$ cat src/rtl/sample_player_pwm.sv
// Audio sample player: walks a sample ROM at a programmable rate, scales each
// sample by a volume setting and drives a registered PWM output.
module sample_player_pwm #(
  parameter int DATA_W = 8,
  parameter int ADDR_W = 16,
  parameter int DIV_W  = 16,
  parameter int VOL_W  = 4
) (
  input  logic              i_clk,
  input  logic              i_rst,
  input  logic              i_enable,
  input  logic              i_start,
  input  logic              i_loop_mode,
  input  logic [ADDR_W-1:0] i_start_addr,
  input  logic [ADDR_W-1:0] i_end_addr,
  input  logic [DIV_W-1:0]  i_sample_div,
  input  logic [VOL_W-1:0]  i_volume,
  output logic [ADDR_W-1:0] o_rom_addr,
  input  logic [DATA_W-1:0] i_rom_data,
  output logic              o_pwm,
  output logic              o_busy,
  output logic              o_done
);

  localparam int PROD_W = DATA_W + VOL_W + 1;

  typedef enum logic [1:0] {
    S_IDLE = 2'd0,
    S_PLAY = 2'd1,
    S_LAST = 2'd2
  } state_t;

  state_t            r_state;
  logic [DATA_W-1:0] r_pwm_cnt;
  logic [DATA_W-1:0] r_duty;
  logic              r_pwm;
  logic [DIV_W-1:0]  r_div_cnt;
  logic [DIV_W-1:0]  r_div_lat;
  logic [ADDR_W-1:0] r_start_lat;
  logic [ADDR_W-1:0] r_end_lat;
  logic [ADDR_W-1:0] r_rom_addr;
  logic              r_busy;
  logic              r_done;

  logic              w_start_ok;
  logic              w_tick;
  logic              w_at_end;
  logic [VOL_W:0]    w_gain;
  logic [PROD_W-1:0] w_prod;
  logic [DATA_W-1:0] w_scaled;
  logic [DIV_W-1:0]  w_div_lat_in;

  assign w_start_ok   = (r_state == S_IDLE) && i_start && i_enable;
  assign w_tick       = (r_div_cnt == r_div_lat);
  assign w_at_end     = (r_rom_addr == r_end_lat);
  assign w_div_lat_in = (i_sample_div == '0) ? DIV_W'(1) : i_sample_div;

  // volume+1 so that all-ones volume is exactly unity gain after the shift
  assign w_gain   = {1'b0, i_volume} + (VOL_W+1)'(1);
  assign w_prod   = {{(VOL_W+1){1'b0}}, i_rom_data} * {{DATA_W{1'b0}}, w_gain};
  assign w_scaled = DATA_W'(w_prod >> VOL_W);

  always_ff @(posedge i_clk) begin
    if (i_rst) begin
      r_pwm_cnt <= '0;
      r_pwm     <= 1'b0;
    end else begin
      r_pwm_cnt <= r_pwm_cnt + DATA_W'(1);
      r_pwm     <= (r_pwm_cnt < r_duty);
    end
  end

  always_ff @(posedge i_clk) begin
    if (i_rst) begin
      r_div_cnt <= '0;
    end else if (w_start_ok || w_tick) begin
      r_div_cnt <= '0;
    end else begin
      r_div_cnt <= r_div_cnt + DIV_W'(1);
    end
  end

  always_ff @(posedge i_clk) begin
    if (i_rst) begin
      r_state     <= S_IDLE;
      r_duty      <= '0;
      r_div_lat   <= '0;
      r_start_lat <= '0;
      r_end_lat   <= '0;
      r_rom_addr  <= '0;
      r_busy      <= 1'b0;
      r_done      <= 1'b0;
    end else begin
      r_done <= 1'b0;
      case (r_state)
        S_IDLE: begin
          r_duty <= '0;
          r_busy <= 1'b0;
          if (w_start_ok) begin
            r_start_lat <= i_start_addr;
            r_end_lat   <= i_end_addr;
            r_div_lat   <= w_div_lat_in;
            r_rom_addr  <= i_start_addr;
            r_busy      <= 1'b1;
            r_state     <= S_PLAY;
          end
        end
        S_PLAY: begin
          if (!i_enable) begin
            r_duty  <= '0;
            r_busy  <= 1'b0;
            r_state <= S_IDLE;
          end else if (w_tick) begin
            r_duty <= w_scaled;
            if (w_at_end) begin
              if (i_loop_mode) begin
                r_rom_addr <= r_start_lat;
              end else begin
                r_state <= S_LAST;
              end
            end else begin
              r_rom_addr <= r_rom_addr + ADDR_W'(1);
            end
          end
        end
        S_LAST: begin
          // final sample keeps playing until the next tick closes its period
          if (!i_enable) begin
            r_duty  <= '0;
            r_busy  <= 1'b0;
            r_state <= S_IDLE;
          end else if (w_tick) begin
            r_duty  <= '0;
            r_done  <= 1'b1;
            r_busy  <= 1'b0;
            r_state <= S_IDLE;
          end
        end
        default: begin
          r_duty  <= '0;
          r_busy  <= 1'b0;
          r_state <= S_IDLE;
        end
      endcase
    end
  end

  assign o_rom_addr = r_rom_addr;
  assign o_pwm      = r_pwm;
  assign o_busy     = r_busy;
  assign o_done     = r_done;

endmodule

$ cat config.mk
export PLATFORM = sky130hd
export DESIGN_NAME = sample_player_pwm
export DESIGN_NICKNAME = d
export VERILOG_FILES = /design/src/rtl/sample_player_pwm.sv
export SDC_FILE = /design/constraint.sdc
export NUM_CORES = 1
export LEC_CHECK = 0
export CORE_MARGIN = 4
export CORE_UTILIZATION = 60
export DETAILED_ROUTE_END_ITERATION = 16
export PLACE_DENSITY = 0.87
export SYNTH_ARGS = -nofsm -noshare
export SYNTH_HDL_FRONTEND = slang
export SYNTH_SLANG_ARGS = --single-unit
$ cat constraint.sdc
create_clock -name i_clk -period 11.2 [get_ports i_clk]
set_input_delay 2.24 -clock i_clk [delete_from_list [all_inputs] [get_ports i_clk]]
set_output_delay 2.24 -clock i_clk [all_outputs]
set_load 0.02 [all_outputs]
==> flow_summary.yaml <==
drt:
  drt_wl_total_mm: 14.0
  first_iter_violations: 301
  dr.pass1.iters: 5
  vias: 5237
  ant_nets: 0
  routedWlPerCell_um: 15.2
  via_per_inst: 5.69
  drc: 0
clocking:
  htree_levels: 3
  clkSinkCount: 101
  numCtsBuffers: 9
  cts_resized: 0
  cts_tree: "done"
  cts_root_buf: "clkbuf_8"
  post-cts-setup-buffers: 0
  cts_buffer_depth: 2
  hold_buffers: 0
  cts.clk_slew.worst_paths_ns: 0.09
  clock_latency_ns: 0.38
power_and_ir_drop:
  swShare: 0.315
  p_comb_frac: 0.272
  p_clk_frac: 0.275
  peakVddDrop_mv: 0.0592
  p_int_w: 0.000599
  power.density_nw_per_um2: 124
  power_switching_w: 0.000275
  p_seq_frac: 0.454
  power_leakage_nw: 2.81
setup_path:
  critPathLaunchType: "primary input"
  crit_type: "in2reg"
  slowest_stage: "clkdlybuf4s50_1"
  cp.arrival_ns: 7.01
  critPathRequiredTime_ns: 11.41
  cp.buffers_inverters: 2
  cpPeakStageDelay_ns: 0.65
  path_delay_family: "adder cells"
  path_common_cell: "fa_1"
  crit_fanout: 10
  worstPathCellList: "clkdlybuf4s50_1, ha_1, xor2_1, nand2_1, fa_1, fa_1, fa_1, inv_1, ha_1, a21o_1, a21o_1, o21ai_1, a21oi_1, a21oi_1, xor2_1, o31ai_1"
  endpoint_kind: "flip-flop"
sta:
  max_slew_margin: 0.346
  period_needed_ns: 6.80
  hold_viol: 0
  fin_setup_tns_ns: 0
  setup_violations: 0
  drv_slew: 0
  period_share: 0.607
  rsz0062_at_grt: "false"
  fin_skew_ns: 0.0224
  worstMarginPinSlew_ns: 0.982
  fmax_mhz: 147
place:
  place_hpwl_mm: 10.3
  place_area_um2: 6820
  gp_congestion: 0.850
  io_buffers: 83
cells_and_area:
  final_cell_area_um2: 7030
  drive_gt1_frac: 0.0508
  antenna_cells: 0
  area_growth_pct: 18.1
  layout.nets: 894
global_routing:
  use_met1: 0.309
  grt_pass1_wl_mm: 23.6
  grt_max_degree: 90
  first_global_vias: 5154
  antenna_found_initial: 0
  grt_usage: 0.251
  gr-usage-met2: 0.438
  grt_busiest_layer: "met2"
  gr-usage-met3: 0.0396
  grt_overflow_total: 0
floorplan:
  start_util: 0.612
  pin_count: 84
  row_count: 36
  die-area_um2: 11600
  die_h_um: 108
  core_area_um2: 9730
  fp.dieW_um: 108
synthesis:
  synth_top_family_by_area: "simple AND/OR/NAND/NOR gates"
  syn_nets: 831
  muxShareOfSynthArea: 0.0101
  syn_area_um2: 5950
  synth-seq-cells: 101
  yosys.area_share.adder: 0.115
  synth_cell_types: 49
  async_flop_share: 0
  synthSimpleGateAreaFrac: 0.242
  synth_cells: 721
  synth_xor_area_frac: 0.115
  synth_edf_count: 0
  yosysSeqAreaShare: 0.340
  yosysWarnings: 0
  synth-main-ff-cell: "dfxtp_1"
  synth-compound-area-share: 0.128
  synth_area_per_cell_um2: 8.25
flow_run:
  maxCapViolations: 0
run_status:
  status: "completed"
worst_hold_path:
  hold_path.class: "reg2reg"
cells by family (layout without fill, tap and decap cells):
family / count (synthesis) / count (layout)
mux: 6 / 6
compound gates: 117 / 117
fa+ha+maj: 45 / 45
buf+inv: 73 / 140
flops: 101 / 101
xor+xnor: 78 / 78
simple gates: 301 / 301
sequential cells by signal, indices dropped and copies added, names as in the netlist:
register,cells
r_end_lat,16
r_div_cnt,16
o_busy,1
r_div_lat,16
o_pwm,1
r_state,2
r_duty,8
r_start_lat,16
o_rom_addr,16
o_done,1
r_pwm_cnt,8
per-stage QoR:
step	cells	total power, W	worst slack, ns	utilization	hold slack, ns
final	921	0.000874	4.40	0.722	0.463
after global routing	921	0.000924	4.03	0.722	0.482
after CTS	921	0.000876	4.45	0.722	0.465
after detailed placement	906	0.000640	4.08	0.701	0.445
after global placement	906	0.000627	4.30	0.701	0.434
after floorplan	721	0.000564	5.21	-	0.421
power by group through the flow:
stage	sequential, W	combinational [W]	clock, W
after global routing	0.000399	0.000266	0.000259
after global placement	0.000403	0.000224	0
after floorplan	0.000405	0.000159	0
final	0.000397	0.000237	0.000240
after CTS	0.000396	0.000238	0.000241
after detailed placement	0.000405	0.000236	0
placed cells by master (no fill, tap or decap), types with 3 or more instances in the layout:
cell type	netlist	final
ha_1	29	29
nor3_1	13	12
fa_1	16	16
dfxtp_1	101	101
a211oi_2	4	4
xor2_1	39	39
nand2b_1	7	7
xnor2_1	39	39
o21ai_1	3	3
inv_1	37	37
nor4_1	6	6
a21oi_1	64	64
a21oi_2	4	4
nor2b_1	5	5
and4_1	4	4
a22oi_1	6	6
nor2_1	61	61
nand2_1	131	131
a21o_1	4	4
mux2i_1	6	6
clkdlybuf4s50_1	0	82
nand3_1	23	23
o21ai_0	4	4
clkbuf_8	0	11
a211oi_1	12	12
buf_4	0	4
and3_1	7	7
nand4_1	10	10
and2_1	21	21
o211a_1	3	3
nor4_2	3	3
o211ai_1	3	3
layout make-up:
type                    instances  area [um2]
flip-flops and latches        101        2020
repair buffers                 87         856
clock buffers                  11         151
inverters                      38         143
fillers                       741        2700
multi-input cells             547        3630
well taps                     133         166
clock inverters                 4        55.1
path summary, 6_finish.rpt:
check / depth (start not counted) / endpoint / from / slack, ns
setup reg to reg: 7 / o_rom_addr[2] / o_rom_addr[13] / 8.65
hold reg to reg: 2 / r_start_lat[11] / r_start_lat[11] / 0.46
setup / recovery: 16 / r_duty[5] / i_volume[0] / 4.40
hold / removal: 2 / r_start_lat[11] / r_start_lat[11] / 0.46
worst reg2reg max path, delay by kind of cell, from the launching register on:
family / cells / cell delay (ns)
flip-flops: 1 / 0.55
AO/OA/AOI/OAI: 3 / 0.72
AND/OR/NAND/NOR: 3 / 1.05
XOR/XNOR: 1 / 0.16
synthesized netlist by cell type, drive strengths merged, types with 2 or more instances:
library cell / count / share of area
and3: 7 / 0.0074
ha: 29 / 0.061
a22oi: 6 / 0.0076
o21ai: 8 / 0.0086
o211a: 3 / 0.0050
nor3: 14 / 0.013
nand4: 11 / 0.014
nor2: 61 / 0.038
a21o: 5 / 0.0076
xor2: 39 / 0.057
nand2b: 7 / 0.0074
o21a: 2 / 0.0025
o211ai: 3 / 0.0038
nor2b: 5 / 0.0053
nand3b: 2 / 0.0025
and2: 21 / 0.022
nand3: 23 / 0.019
clkbuf: 23 / 0.015
a211oi: 16 / 0.024
and4: 4 / 0.0059
mux2i: 6 / 0.010
a21oi: 69 / 0.062
nand2: 131 / 0.083
nor4: 11 / 0.020
xnor2: 39 / 0.057
inv: 38 / 0.024
fa: 16 / 0.054
or3: 2 / 0.0021
a311oi: 2 / 0.0029
dfxtp: 101 / 0.34
buf: 12 / 0.012
per-layer routing:
metal / vias to the layer above / wire [um] / share of wire
met1: 2509 / 5830 / 0.42
met3: 33 / 734 / 0.052
li1: 2529 / - / -
met2: 166 / 7110 / 0.51
met4: 0 / 350 / 0.025
met5: - / 0 / 0
Power figures use the tool's default switching activity.
